<file path="config.mk">
export PLATFORM = sky130hd
export DESIGN_NAME = branch_tag_allocator_flat
export DESIGN_NICKNAME = d
export VERILOG_FILES = /design/src/rtl/branch_tag_if.sv /design/src/rtl/branch_tag_allocator.sv /design/src/flat_wrapper.sv
export SDC_FILE = /design/constraint.sdc
export NUM_CORES = 1
export LEC_CHECK = 0
export ABC_CLOCK_PERIOD_IN_PS = 7650
export BUFFER_PORTS_ARGS = -buffer_cell sky130_fd_sc_hd__buf_2
export CAP_MARGIN = 5
export CORE_UTILIZATION = 50
export CTS_CLUSTER_DIAMETER = 60
export DETAILED_ROUTE_END_ITERATION = 16
export PLACE_DENSITY = 0.79
export SLEW_MARGIN = 20
export SYNTH_ARGS = -nofsm -noshare
export SYNTH_HDL_FRONTEND = slang
export SYNTH_SLANG_ARGS = --single-unit
export TNS_END_PERCENT = 50
</file>
<file path="constraint.sdc">
create_clock -name clk -period 7.65 [get_ports clk]
set_input_delay 1.53 -clock clk [delete_from_list [all_inputs] [get_ports clk]]
set_output_delay 1.53 -clock clk [all_outputs]
set_load 0.02 [all_outputs]
</file>
<file path="src/rtl/branch_tag_if.sv">
// Dispatch-group handshake between instruction buffer, rename and the
// branch tag allocator: group request, resolve return and tag bundle.
interface branch_tag_if #(
  parameter int TAG_LOG      = 3,
  parameter int BRANCH_COUNT = 3
) ();
  logic                    flush_i;
  logic                    stall_i;
  logic                    instBufferReady_i;
  logic [BRANCH_COUNT-1:0] branchCount_i;
  logic [3:0]              branchVector_i;
  logic                    resolveValid_i;
  logic [TAG_LOG-1:0]      resolveTag_i;
  logic                    branchStall_o;
  logic                    groupValid_o;
  logic [3:0]              tagValid_o;
  logic [TAG_LOG-1:0]      tag0_o;
  logic [TAG_LOG-1:0]      tag1_o;
  logic [TAG_LOG-1:0]      tag2_o;
  logic [TAG_LOG-1:0]      tag3_o;
  logic [TAG_LOG:0]        freeCount_o;

  modport master (
    output flush_i, stall_i, instBufferReady_i,
    output branchCount_i, branchVector_i,
    output resolveValid_i, resolveTag_i,
    input  branchStall_o, groupValid_o, tagValid_o,
    input  tag0_o, tag1_o, tag2_o, tag3_o, freeCount_o
  );

  modport slave (
    input  flush_i, stall_i, instBufferReady_i,
    input  branchCount_i, branchVector_i,
    input  resolveValid_i, resolveTag_i,
    output branchStall_o, groupValid_o, tagValid_o,
    output tag0_o, tag1_o, tag2_o, tag3_o, freeCount_o
  );
endinterface

</file>
<file path="src/rtl/branch_tag_allocator.sv">
// Branch checkpoint tag allocator: hands out up to four lowest-index free
// tags per dispatch group, reclaims on resolve, resets all on flush.
module branch_tag_allocator #(
  parameter int DISPATCH_WIDTH = 4,
  parameter int NUM_TAGS       = 8,
  parameter int TAG_LOG        = 3,
  parameter int BRANCH_COUNT   = 3
) (
  input logic        clk,
  input logic        reset_n,
  branch_tag_if.slave bt
);
  localparam int CW = TAG_LOG + 1;

  logic [NUM_TAGS-1:0]           free_q, free_d;
  logic [CW-1:0]                 cnt_q, cnt_d;
  logic                          gv_q, gv_d;
  logic [3:0]                    tv_q, tv_d;
  logic [3:0][TAG_LOG-1:0]       tag_q, tag_d;

  logic [NUM_TAGS-1:0]           avail;
  logic [NUM_TAGS-1:0]           rel_mask;
  logic [3:0][TAG_LOG-1:0]       tag_a;
  logic [CW-1:0]                 nalloc;
  logic                          found;
  logic                          rel;
  logic                          stall;
  logic                          accept;

  assign stall  = bt.instBufferReady_i
                & (CW'(bt.branchCount_i) > cnt_q);
  assign accept = bt.instBufferReady_i & ~bt.stall_i
                & ~stall & ~bt.flush_i;

  // Each branch slot takes the lowest tag still free after earlier slots.
  always_comb begin
    avail  = free_q;
    tag_a  = '0;
    nalloc = '0;
    found  = 1'b0;
    for (int s = 0; s < DISPATCH_WIDTH; s++) begin
      found = 1'b0;
      for (int t = 0; t < NUM_TAGS; t++) begin
        if (bt.branchVector_i[s] && !found && avail[t]) begin
          tag_a[s] = TAG_LOG'(t);
          avail[t] = 1'b0;
          found    = 1'b1;
        end
      end
      if (found) nalloc = nalloc + CW'(1);
    end
  end

  assign rel      = bt.resolveValid_i & ~free_q[bt.resolveTag_i];
  assign rel_mask = rel ? (NUM_TAGS'(1) << bt.resolveTag_i)
                        : '0;

  always_comb begin
    free_d = free_q;
    cnt_d  = cnt_q;
    gv_d   = 1'b0;
    tv_d   = '0;
    tag_d  = '0;
    if (bt.flush_i) begin
      free_d = '1;
      cnt_d  = CW'(NUM_TAGS);
    end else begin
      free_d = (accept ? avail : free_q) | rel_mask;
      cnt_d  = cnt_q - (accept ? nalloc : '0) + CW'(rel);
      gv_d   = accept;
      if (accept) begin
        tv_d  = bt.branchVector_i;
        tag_d = tag_a;
      end
    end
  end

  always_ff @(posedge clk or negedge reset_n) begin
    if (!reset_n) begin
      free_q <= '1;
      cnt_q  <= CW'(NUM_TAGS);
      gv_q   <= 1'b0;
      tv_q   <= '0;
      tag_q  <= '0;
    end else begin
      free_q <= free_d;
      cnt_q  <= cnt_d;
      gv_q   <= gv_d;
      tv_q   <= tv_d;
      tag_q  <= tag_d;
    end
  end

  assign bt.branchStall_o = stall;
  assign bt.groupValid_o  = gv_q;
  assign bt.tagValid_o    = tv_q;
  assign bt.tag0_o        = tag_q[0];
  assign bt.tag1_o        = tag_q[1];
  assign bt.tag2_o        = tag_q[2];
  assign bt.tag3_o        = tag_q[3];
  assign bt.freeCount_o   = cnt_q;
endmodule

</file>
<file path="src/flat_wrapper.sv">
// flat-port wrapper written by rule: the top's interface ports become plain ports
module branch_tag_allocator_flat 
#(
  parameter int DISPATCH_WIDTH = 4,
  parameter int NUM_TAGS       = 8,
  parameter int TAG_LOG        = 3,
  parameter int BRANCH_COUNT   = 3
)
  (clk, reset_n, bt_flush_i, bt_stall_i, bt_instBufferReady_i, bt_branchCount_i, bt_branchVector_i, bt_resolveValid_i, bt_resolveTag_i, bt_branchStall_o, bt_groupValid_o, bt_tagValid_o, bt_tag0_o, bt_tag1_o, bt_tag2_o, bt_tag3_o, bt_freeCount_o);
  branch_tag_if #(.TAG_LOG(TAG_LOG), .BRANCH_COUNT(BRANCH_COUNT)) bt_i ();
  input logic clk;
  input logic reset_n;
  input wire logic [$bits(bt_i.flush_i)-1:0] bt_flush_i;
  input wire logic [$bits(bt_i.stall_i)-1:0] bt_stall_i;
  input wire logic [$bits(bt_i.instBufferReady_i)-1:0] bt_instBufferReady_i;
  input wire logic [$bits(bt_i.branchCount_i)-1:0] bt_branchCount_i;
  input wire logic [$bits(bt_i.branchVector_i)-1:0] bt_branchVector_i;
  input wire logic [$bits(bt_i.resolveValid_i)-1:0] bt_resolveValid_i;
  input wire logic [$bits(bt_i.resolveTag_i)-1:0] bt_resolveTag_i;
  output wire logic [$bits(bt_i.branchStall_o)-1:0] bt_branchStall_o;
  output wire logic [$bits(bt_i.groupValid_o)-1:0] bt_groupValid_o;
  output wire logic [$bits(bt_i.tagValid_o)-1:0] bt_tagValid_o;
  output wire logic [$bits(bt_i.tag0_o)-1:0] bt_tag0_o;
  output wire logic [$bits(bt_i.tag1_o)-1:0] bt_tag1_o;
  output wire logic [$bits(bt_i.tag2_o)-1:0] bt_tag2_o;
  output wire logic [$bits(bt_i.tag3_o)-1:0] bt_tag3_o;
  output wire logic [$bits(bt_i.freeCount_o)-1:0] bt_freeCount_o;
  assign bt_i.flush_i = bt_flush_i;
  assign bt_i.stall_i = bt_stall_i;
  assign bt_i.instBufferReady_i = bt_instBufferReady_i;
  assign bt_i.branchCount_i = bt_branchCount_i;
  assign bt_i.branchVector_i = bt_branchVector_i;
  assign bt_i.resolveValid_i = bt_resolveValid_i;
  assign bt_i.resolveTag_i = bt_resolveTag_i;
  assign bt_branchStall_o = bt_i.branchStall_o;
  assign bt_groupValid_o = bt_i.groupValid_o;
  assign bt_tagValid_o = bt_i.tagValid_o;
  assign bt_tag0_o = bt_i.tag0_o;
  assign bt_tag1_o = bt_i.tag1_o;
  assign bt_tag2_o = bt_i.tag2_o;
  assign bt_tag3_o = bt_i.tag3_o;
  assign bt_freeCount_o = bt_i.freeCount_o;
  branch_tag_allocator #(.DISPATCH_WIDTH(DISPATCH_WIDTH), .NUM_TAGS(NUM_TAGS), .TAG_LOG(TAG_LOG), .BRANCH_COUNT(BRANCH_COUNT)) u_core (.clk(clk), .reset_n(reset_n), .bt(bt_i));
endmodule
</file>
==> metrics.md, run 1 <==
| Metric | Value |
|---|---|
| Pre-antenna DRT Iters | `6` |
| Ys flop type | `dfrtp_1` |
| R2R Setup Slk | `3.14 ns` |
| Syn Nets | `between 300 and 400` |
| Die width | `between 70 and 80 um` |
| FFs w/ async S/R, synth | `1.00` |
| I/O Buffers | `37` |
| DR iter-0 viols | `237` |
| CP Data Arrival Time | `around 5.4 ns` |
| Latest clock arrival within the worst-skew pair | `0.29 ns` |
| Startpoint Class | `input port` |
| Pint | `approximately 310 uW` |
| Synth cell types | `71` |
| Largest net degree at the start of global routing | `30` |
| Clock Sinks | `29` |
| Status | `completed` |
| Via/cell ratio | `between 6 and 7` |
| Number of max-cap violations | `0` |
| Post-Route WL | `6.94 mm` |
| Commonest non-fill, non-tap cell in the layout | `buf_2` |
| Final Hold Viols | `0` |
| FF/Latch Area | `about 740 um2` |
| Psw | `164 uW` |
| Yosys warnings | `0` |
| Max-slew violation count | `0` |
| Antenna Cells | `0` |
| Die Area | `~5900 um2` |
| Fill count | `478` |
| CTS Buf Count | `5` |
| Mapped Area | `between 2000 and 3000 um2` |
| Crit Path Class | `in2reg` |
| Vias in the first global route | `around 2400` |
| Max clock buf depth | `2` |
| Nets | `387` |
| H-tree levels | `2` |
| Final setup violation count | `0` |
| Area of the multi-input gates | `1840 um2` |
| Post-synth EDFFs | `0` |
| Crit end category | `flop` |
| Design Power | `472 uW` |
| Gr usage total | `0.251` |
| Design area | `3020 um2` |
| RSZ-0062 raised after global routing | `false` |
| Routability cong. | `~1.0` |
| Seq/Total Area, Yosys | `0.264` |
| Via count | `2687` |
| Layout cells sized above 1 | `0.198` |
| Crit path time final | `5.21 ns` |
| Fin Setup TNS | `0 ns` |
| Fmax | `about 0.19 GHz` |
| Clock share of power | `0.302` |
| Fin crit share | `0.681` |
| Initial antenna violation count | `0` |
| Worst Skew | `0.00730 ns` |
| CTS tree | `built` |
| Most frequent cells in the layout | `buf_2 (37), nor2_1 (35), nand2_1 (24), a21oi_1 (21), dfrtp_1 (20)` |
| Final ANT Viol Nets | `0` |
| Initial core utilization | `0.533` |
| Max-slew headroom | `0.580` |
| Hpwl dp | `4.95 mm` |
| First-pass GRT wire length | `11.9 mm` |
| Core region area | `5240 um2` |
| Area delta synth->final | `8.39%` |
| # rows | `26` |
| Setup bufs post-CTS | `0` |
| HP Class | `reg2reg` |
| Combinational share of power | `0.308` |
| Syn avg cell area | `between 8 and 9 um2` |
| DP Area | `slightly below 3000 um2` |
| Cells resized by post-CTS repair | `0` |
| Switch share | `0.347` |
| Worst-path clk slew | `0.07 ns` |
| CP Max Fanout | `29` |
| Die extent in y | `between 70 and 80 um` |
| Hold_buf cts | `0` |
| Req. time, crit path | `7.87 ns` |
| FF+latch count, synth | `29` |
| Worst vdd ir | `72.1 uV` |
| Num ports | `38` |
| WL per Instance | `16.2 um` |
| Root buf cell | `clkbuf_8` |
| Cell Pwr Density | `156 nW/um2` |
| Flop pwr share | `0.390` |
| DRC | `0` |
| Remaining Overflow, GRT | `0` |
| Leak | `1.33 nW` |
| Gate Count Post-Synth | `347` |
| Tightest Pin Transition | `0.629 ns` |
-- through the flow --
stage	instances	hold slack, ns	util	worst slack, ns
2_1_floorplan	347	0.727	-	2.78
3_3_place_gp	421	0.625	0.558	2.30
3_5_place_dp	421	0.634	0.558	2.19
4_1_cts	429	0.644	0.577	2.48
5_1_grt	429	0.684	0.577	2.21
6_report	429	0.647	0.577	2.44
-- synth_stat cells, drive strengths merged, types with 9 or more instances --
cell type  instances  area, um2
nor2              35        131
clkbuf            24       90.1
nand2             24       90.1
a21oi             21        105
dfrtp             20        500
inv               19       71.3
nor3              17       95.1
o21ai             16       80.1
ha                12        150
a211oi             9       67.6
a31oi              9       56.3
buf                9       50.0
dfstp              9        236
-- state kept, by name, summed over array words and instances (netlist names) --
register,cells
u_core.bt.tag2_o,3
u_core.bt.tagValid_o,4
u_core.bt.tag0_o,3
u_core.bt.freeCount_o,4
u_core.free_q,8
u_core.bt.groupValid_o,1
u_core.bt.tag1_o,3
u_core.bt.tag3_o,3
-- worst paths after layout --
check                                            to  cells after the start                  from
setup / recovery           u_core.bt.freeCount_o[3]                     15  bt_branchVector_i[0]
min in group asynchronous   u_core.bt.tagValid_o[2]                      1               reset_n
setup reg to reg           u_core.bt.freeCount_o[2]                     14      u_core.free_q[0]
hold / removal                     u_core.free_q[3]                      2      u_core.free_q[3]
max in group asynchronous       u_core.bt.tag0_o[0]                      1               reset_n
hold reg to reg                    u_core.free_q[3]                      2      u_core.free_q[3]
-- worst max-delay path, stage by stage --
cell       delay (ns)
buf_2            0.40
nand4bb_1        0.27
or2_1            0.31
a211oi_1         0.31
a311oi_2         0.15
o41ai_4          0.52
mux2i_1          0.32
ha_1             0.27
o211ai_1         0.18
ha_1             0.29
ha_1             0.30
a21o_1           0.15
a21oi_1          0.16
xnor2_1          0.14
nand2b_1         0.09
-- power groups by stage --
| stage | logic, mW | registers [mW] | clock network [mW] |
|---|---|---|---|
| 2_1_floorplan | 0.108 | 0.184 | 0 |
| 3_3_place_gp | 0.139 | 0.186 | 0 |
| 3_5_place_dp | 0.144 | 0.186 | 0 |
| 4_1_cts | 0.145 | 0.184 | 0.144 |
| 5_1_grt | 0.163 | 0.186 | 0.152 |
| 6_report | 0.145 | 0.184 | 0.142 |
-- cell type report --
| class | count | share of cell area |
|---|---|---|
| flip-flops and latches | 29 | 0.244 |
| repair buffers | 37 | 0.0612 |
| well taps | 70 | 0.0290 |
| multi-input cells | 266 | 0.609 |
| clock inverters | 1 | 0.00165 |
| clock buffers | 7 | 0.0319 |
| inverters | 19 | 0.0236 |
-- routing by layer --
metal	routed length [um]	track usage
met5	0	0
met4	136	0.0923
met3	415	0.0310
met2	3230	0.386
met1	3160	0.360
-- cell families after synthesis --
| group | after synthesis | synth area share |
|---|---|---|
| DFF | 29 | 0.264 |
| AOI/OAI and AO/OA | 111 | 0.293 |
| buffers and inverters | 52 | 0.0758 |
| adders and majority gates | 19 | 0.0825 |
| xor gates and xnor gates | 10 | 0.0314 |
| and+or+nand+nor | 121 | 0.226 |
| muxes | 5 | 0.0269 |
(Power assumes the default switching activity.)
==> run 2: changes to the inputs <==
--- a/config.mk
+++ b/config.mk
@@ -5,7 +5,7 @@
 export SDC_FILE = /design/constraint.sdc
 export NUM_CORES = 1
 export LEC_CHECK = 0
-export ABC_CLOCK_PERIOD_IN_PS = 7650
+export ABC_CLOCK_PERIOD_IN_PS = 5200
 export BUFFER_PORTS_ARGS = -buffer_cell sky130_fd_sc_hd__buf_2
 export CAP_MARGIN = 5
 export CORE_UTILIZATION = 50
==> constraint.sdc (replaced) <==
create_clock -name clk -period 5.2 [get_ports clk]
set_input_delay 1.04 -clock clk [delete_from_list [all_inputs] [get_ports clk]]
set_output_delay 1.04 -clock clk [all_outputs]
set_load 0.02 [all_outputs]
==> run 2 against run 1 <==
Net effect: power is 44% higher; worst setup slack worse by 1.8 ns; via count is 0.82% higher; global-route usage is 0.39 points lower; clock-buffer cell count is 1 higher; clock power is 36% higher; combinational power is 48% higher; non-clock buffer count is 6 higher; critical path depth is 1 higher.
==> metrics.md, run 2 (synthesized netlist as in run 1, its figures left out) <==
| Metric | Value |
|---|---|
| Worst-path clk slew | `0.06 ns (about the same)` |
| Commonest non-fill, non-tap cell in the layout | `buf_2` |
| Number of max-cap violations | `0 (unchanged)` |
| CP top delay family | `compound AO/OA/AOI/OAI gates` |
| CTS tree | `built` |
| Final core occ | `0.584 (+0.00645)` |
| DR iter-0 viols | `214 (-9.7%)` |
| # rows | `26 (unchanged)` |
| WL per Instance | `16.0 um (-1.3%)` |
| Final Hold Viols | `0 (unchanged)` |
| Most common cell on crit path | `ha_1` |
| Critical-path top delay cell | `o41ai_4` |
| Fill count | `482 (+0.84%)` |
| Area delta synth->final | `9.60%` |
| Hpwl dp | `5.14 mm (+3.8%)` |
| Worst r2r path cells | `14 (unchanged)` |
| Max reg flops | `8 (unchanged)` |
| CP Data Arrival Time | `4.81 ns (-0.62 ns)` |
| Die extent in y | `76.7 um (unchanged)` |
| Crit path time final | `4.59 ns` |
| Die Area | `5880 um2 (unchanged)` |
| First-pass GRT wire length | `11.6 mm (-2.2%)` |
| Fin Setup TNS | `0 ns (unchanged)` |
| Area of the multi-input gates | `1840 um2 (unchanged)` |
| Combinational share of power | `0.315 (+0.007)` |
| CP Max Fanout | `16 (-45%)` |
| Status | `completed` |
| Largest net degree at the start of global routing | `30 (unchanged)` |
| Clock Sinks | `29 (unchanged)` |
| Nets | `393 (+1.6%)` |
| Req. time, crit path | `5.42 ns (-2.45 ns)` |
| Most frequent cells in the layout | `buf_2 (37), nor2_1 (35), nand2_1 (24), a21oi_1 (21), dfrtp_1 (20)` |
| WHS Endpoint | `u_core.free_q[7]` |
| Pre-antenna DRT Iters | `5 (-1)` |
| Max clock buf depth | `2 (unchanged)` |
| FF/Latch Area | `737 um2 (unchanged)` |
| Cells resized by post-CTS repair | `0 (unchanged)` |
| H-tree levels | `2 (unchanged)` |
| R2R Setup Slk | `0.75 ns (-2.39 ns)` |
| Num ports | `38 (unchanged)` |
| Worst vdd ir | `147 uV (+100%)` |
| Worst Skew | `0.00513 ns (-0.00217 ns)` |
| Layout cells sized above 1 | `0.205 (+0.00771)` |
| Flop pwr share | `0.401 (+0.011)` |
| Fmax | `0.218 GHz` |
| Cell Pwr Density | `222 nW/um2 (+42%)` |
| Worst-path cell chain | `buf_2 > buf_4 > nand2b_1 > o221ai_1 > a31oi_1 > a31o_1 > o41ai_4 > mux2i_1 > ha_1 > o211ai_1 > ha_1 > ha_1 > a21o_1 > a21oi_1 > xnor2_1 > nand2b_1` |
| Crit end category | `flop` |
| Tightest Pin Transition | `0.643 ns (+0.0132 ns)` |
| Via/cell ratio | `6.23 (-0.57%)` |
| Crit Path Class | `in2reg` |
| Max-slew headroom | `0.572 (-0.00882)` |
| Final setup violation count | `0 (unchanged)` |
| Leak | `1.35 nW (+1.6%)` |
| RSZ-0062 raised after global routing | `false` |
| Biggest register | `u_core.free_q` |
| Via count | `2709 (+0.82%)` |
| Clock share of power | `0.284 (-0.018)` |
| Root buf cell | `clkbuf_8` |
| Latest clock arrival within the worst-skew pair | `0.29 ns (about the same)` |
| Vias in the first global route | `2374 (-1.7%)` |
| Switch share | `0.346 (-0.00105)` |
| Min-delay src | `u_core.free_q[7]` |
| Core region area | `5240 um2 (unchanged)` |
| Antenna Cells | `0 (unchanged)` |
| Fin crit share | `0.883` |
| Startpoint Class | `input port` |
| CTS Buf Count | `5 (unchanged)` |
| Psw | `235 uW (+43%)` |
| I/O Buffers | `37 (unchanged)` |
| Routability cong. | `0.953 (-4.6%)` |
| Initial core utilization | `0.533 (unchanged)` |
| Reg-to-Reg Start | `u_core.free_q[0]` |
| HP Class | `reg2reg` |
| WP depth | `16 (+1)` |
| Post-Route WL | `6.95 mm (about the same)` |
| Final ANT Viol Nets | `0 (unchanged)` |
| Worst Hold Path Cells | `2 (unchanged)` |
| Max-slew violation count | `0 (unchanged)` |
| DRC | `0 (unchanged)` |
| Remaining Overflow, GRT | `0 (unchanged)` |
| Setup bufs post-CTS | `0 (unchanged)` |
| Buf/Inv on CP | `2 (+1)` |
| Initial antenna violation count | `0 (unchanged)` |
| Max stage delay on crit path | `0.43 ns (-0.09 ns)` |
| Pint | `444 uW (+44%)` |
| Die width | `76.7 um (unchanged)` |
| Hold_buf cts | `0 (unchanged)` |
| Worst r2r dst | `u_core.bt.freeCount_o[2]` |
| Gr usage total | `0.248 (-0.00388)` |
-- run 2: layout make-up --
type                    count  area share
well taps                  70      0.0286
clock buffers               8      0.0295
repair buffers             43      0.0753
inverters                  19      0.0233
multi-input cells         266       0.602
flip-flops and latches     29       0.241
-- run 2: worst max-delay path by stage --
stage                          from                        to  slack [ns]
2_1_floorplan  bt_branchVector_i[0]  u_core.bt.freeCount_o[3]        0.82
3_3_place_gp   bt_branchVector_i[1]  u_core.bt.freeCount_o[3]        0.45
3_5_place_dp   bt_branchVector_i[1]  u_core.bt.freeCount_o[3]        0.34
4_1_cts        bt_branchVector_i[1]  u_core.bt.freeCount_o[3]        0.65
5_1_grt        bt_branchVector_i[1]  u_core.bt.freeCount_o[3]        0.36
6_report       bt_branchVector_i[1]  u_core.bt.freeCount_o[3]        0.61
-- run 2: power by group through the flow --
stage / clock network (mW) / logic [mW] / registers, mW
after CTS: 0.198 / 0.213 / 0.271
after floorplan: 0 / 0.159 / 0.271
final: 0.193 / 0.214 / 0.272
after detailed placement: 0 / 0.211 / 0.275
after global placement: 0 / 0.206 / 0.274
after global routing: 0.209 / 0.237 / 0.275
-- run 2: metrics by stage --
step	hold slack, ns	cell area (um2)	power, mW	setup WS, ns	cells
after floorplan	0.727	2790	0.430	0.819	347
after global placement	0.628	2970	0.480	0.451	427
after detailed placement	0.636	2970	0.487	0.341	427
after CTS	0.649	3060	0.682	0.647	435
after global routing	0.686	3060	0.721	0.356	435
final	0.651	3060	0.679	0.609	435
-- run 2: worst register-to-register path, cell delays in order (launching register included) --
cell	delay [ns]
dfstp_2	0.86
nor2_1	0.21
a211oi_1	0.41
or2_1	0.24
nor2b_1	0.46
a211oi_1	0.18
o31ai_1	0.51
and3_4	0.29
nor3_2	0.04
ha_1	0.28
inv_1	0.04
ha_1	0.21
fa_1	0.38
xnor2_1	0.17
nor2_1	0.06
-- run 2: layer usage --
layer  vias up  wire length (um)  track usage
met1      1275              3210        0.349
met5         -                 0            0
met4         0               137       0.0942
met2       110              3140        0.371
met3        15               460       0.0476
li1       1309                 -            -
==> run 3: changes to the inputs <==
--- a/config.mk
+++ b/config.mk
@@ -11,6 +11,8 @@
 export CORE_UTILIZATION = 50
 export CTS_CLUSTER_DIAMETER = 60
 export DETAILED_ROUTE_END_ITERATION = 16
+export GPL_TIMING_DRIVEN = 0
+export HOLD_SLACK_MARGIN = 0.03
 export PLACE_DENSITY = 0.79
 export SLEW_MARGIN = 20
 export SYNTH_ARGS = -nofsm -noshare
==> run 3 against run 2 <==
Net effect: combinational power is 14% higher; global-route usage rose by 4.0 points; worst setup slack lost 0.23 ns; cell count grew 5.5%; via count rose by 6.3%; routed wire length rose by 15%; largest cell class unchanged; largest power group unchanged.
==> metrics.md, run 3 (synthesized netlist as in run 1, its figures left out) <==
| Metric | Value |
|---|---|
| Die extent in y | `76.7 um (unchanged)` |
| WL per Instance | `17.5 um (+9.4%)` |
| Fmax | `0.208 GHz (-4.7%)` |
| Initial antenna violation count | `0 (unchanged)` |
| Hold_buf cts | `0 (unchanged)` |
| Setup bufs post-CTS | `0 (unchanged)` |
| Crit path launch | `bt_branchVector_i[0]` |
| Die Area | `5880 um2 (unchanged)` |
| Worst r2r dst | `u_core.bt.freeCount_o[3]` |
| I/O Buffers | `34 (-8.1%)` |
| Flop pwr share | `0.375 (-0.026)` |
| WL met2 | `3.72 mm (+19%)` |
| Final ANT Viol Nets | `0 (unchanged)` |
| Num ports | `38 (unchanged)` |
| Req. time, crit path | `5.42 ns (about the same)` |
| Remaining Overflow, GRT | `0 (unchanged)` |
| Worst vdd ir | `142 uV (-3.4%)` |
| Most frequent cells in the layout | `buf_2 (41), nor2_1 (35), clkbuf_1 (25), nand2_1 (24), a21oi_1 (21)` |
| Met3 wire length | `615 um (+34%)` |
| Routability cong. | `0.960 (+0.72%)` |
| CP endpoint | `u_core.bt.freeCount_o[3]` |
| Layout cells sized above 1 | `0.193 (-0.0127)` |
| Final Hold Viols | `0 (unchanged)` |
| Area delta synth->final | `12.2%` |
| Latest clock arrival within the worst-skew pair | `0.29 ns (about the same)` |
| Leak | `1.37 nW (+0.77%)` |
| CP Data Arrival Time | `5.04 ns (+0.23 ns)` |
| Status | `completed` |
| Fin Setup TNS | `0 ns (unchanged)` |
| Core region area | `5240 um2 (unchanged)` |
| RSZ-0062 raised after global routing | `false` |
| Die width | `76.7 um (unchanged)` |
| # rows | `26 (unchanged)` |
| Post-Route WL | `8.02 mm (+15%)` |
| Met1 WL | `3.55 mm (+11%)` |
| Combinational share of power | `0.358 (+0.043)` |
| Hpwl dp | `6.02 mm (+17%)` |
| Gr usage total | `0.287 (+0.0399)` |
| Clock share of power | `0.267 (-0.017)` |
| CTS tree | `built` |
| Final setup violation count | `0 (unchanged)` |
| Vias in the first global route | `2640 (+11%)` |
| Max reg flops | `8 (unchanged)` |
| HP Class | `reg2reg` |
| Fill count | `465 (-3.5%)` |
| Nets | `417 (+6.1%)` |
| Crit Path Class | `in2reg` |
| Initial core utilization | `0.533 (unchanged)` |
| Fin crit share | `0.927 (+0.0438)` |
| Clock Sinks | `29 (unchanged)` |
| Cell Pwr Density | `217 nW/um2 (-2.3%)` |
| Max clock buf depth | `2 (unchanged)` |
| R2R Setup Slk | `0.69 ns (-0.06 ns)` |
| Pre-antenna DRT Iters | `5 (unchanged)` |
| DP Area | `3050 um2 (+2.7%)` |
| Reg-to-Reg Start | `u_core.free_q[3]` |
| Via/cell ratio | `6.28 (+0.79%)` |
| Pint | `431 uW (-2.8%)` |
| H-tree levels | `2 (unchanged)` |
| Commonest non-fill, non-tap cell in the layout | `buf_2` |
| DRC | `0 (unchanged)` |
| First-pass GRT wire length | `13.2 mm (+14%)` |
| Max-slew violation count | `0 (unchanged)` |
| Crit end category | `flop` |
| Biggest register | `u_core.free_q` |
| Switch share | `0.365 (+0.0183)` |
| Crit path time final | `4.82 ns (+0.228 ns)` |
| Largest net degree at the start of global routing | `30 (unchanged)` |
| Worst-path clk slew | `0.06 ns (about the same)` |
| CP Max Fanout | `10 (-6)` |
| Antenna Cells | `0 (unchanged)` |
| Design area | `3130 um2 (+2.4%)` |
| Worst Skew | `0.00628 ns (+0.00115 ns)` |
| Tightest Pin Transition | `0.687 ns (+0.0446 ns)` |
| Startpoint Class | `input port` |
| Root buf cell | `clkbuf_8` |
| Worst r2r path cells | `16 (+2)` |
| Number of max-cap violations | `0 (unchanged)` |
| Top Metal Used | `met4` |
| CTS Buf Count | `5 (unchanged)` |
| DR iter-0 viols | `277 (+29%)` |
| Via count | `2881 (+6.3%)` |
| Max-slew headroom | `0.540 (-0.0317)` |
| Psw | `247 uW (+5.3%)` |
| Cells resized by post-CTS repair | `0 (unchanged)` |
==> run 3: cell types whose count changed in the layout (fill, tap and decap cells not counted) <==
cell      before  now
buf_6          0    1
clkbuf_8       6    5
buf_1          0    1
clkbuf_1       2   25
buf_4          6    0
buf_2         37   41
clkinv_2       0    2
==> run 3: layer usage <==
layer / global-route usage / vias up
li1: - / 1365
met4: 0.125 / 0
met3: 0.0595 / 11
met2: 0.438 / 142
met1: 0.391 / 1363
met5: 0 / -
==> run 3: layout make-up <==
type / count / area [um2] / share of cell area
Buffer: 33 / 140 / 0.0448
Clock buffer: 6 / 72.6 / 0.0232
Sequential cell: 29 / 737 / 0.235
Clock inverter: 2 / 10.0 / 0.00320
Multi-Input combinational cell: 266 / 1840 / 0.588
Timing Repair Buffer: 34 / 170 / 0.0544
Tap cell: 70 / 87.6 / 0.0280
Inverter: 19 / 71.3 / 0.0228
==> run 3: critical path: stages <==
cell	delay (ns)
buf_2	0.08
clkbuf_1	0.34
buf_1	0.42
clkbuf_1	0.41
a21oi_1	0.12
o31a_1	0.35
inv_1	0.07
ha_1	0.24
xnor2_1	0.29
ha_1	0.29
o211ai_1	0.20
ha_1	0.31
ha_1	0.32
a21o_1	0.16
a21oi_1	0.18
xnor2_1	0.14
nand2b_1	0.07
==> run 3: how the worst min path moves through the flow <==
| stage | start | to | slack [ns] | cells past startpoint |
|---|---|---|---|---|
| after floorplan | u_core.free_q[7] | u_core.free_q[7] | 0.73 | 3 |
| after global placement | u_core.bt.freeCount_o[3] | u_core.bt.freeCount_o[3] | 0.70 | 3 |
| after detailed placement | u_core.bt.freeCount_o[3] | u_core.bt.freeCount_o[3] | 0.72 | 3 |
| after CTS | u_core.bt.freeCount_o[3] | u_core.bt.freeCount_o[3] | 0.74 | 3 |
| after global routing | u_core.bt.freeCount_o[3] | u_core.bt.freeCount_o[3] | 0.79 | 3 |
| final | u_core.bt.freeCount_o[3] | u_core.bt.freeCount_o[3] | 0.74 | 3 |
==> run 3: power groups by stage <==
| stage | Clock (mW) | Sequential [mW] | Combinational, mW |
|---|---|---|---|
| final | 0.181 | 0.254 | 0.243 |
| after global routing | 0.195 | 0.257 | 0.268 |
| after CTS | 0.185 | 0.254 | 0.241 |
| after detailed placement | 0 | 0.258 | 0.239 |
| after global placement | 0 | 0.258 | 0.229 |
| after floorplan | 0 | 0.271 | 0.159 |
==> run 3: metrics by stage <==
| step | setup slack [ns] | utilization | power [mW] | cells | hold slack [ns] |
|---|---|---|---|---|---|
| finish | 0.382 | 0.598 | 0.679 | 459 | 0.735 |
| global route | 0.146 | 0.598 | 0.719 | 459 | 0.785 |
| CTS | 0.428 | 0.598 | 0.680 | 459 | 0.743 |
| detailed placement | 0.137 | 0.582 | 0.498 | 451 | 0.724 |
| global placement | 0.251 | 0.582 | 0.487 | 451 | 0.702 |
| floorplan | 0.819 | - | 0.430 | 347 | 0.727 |
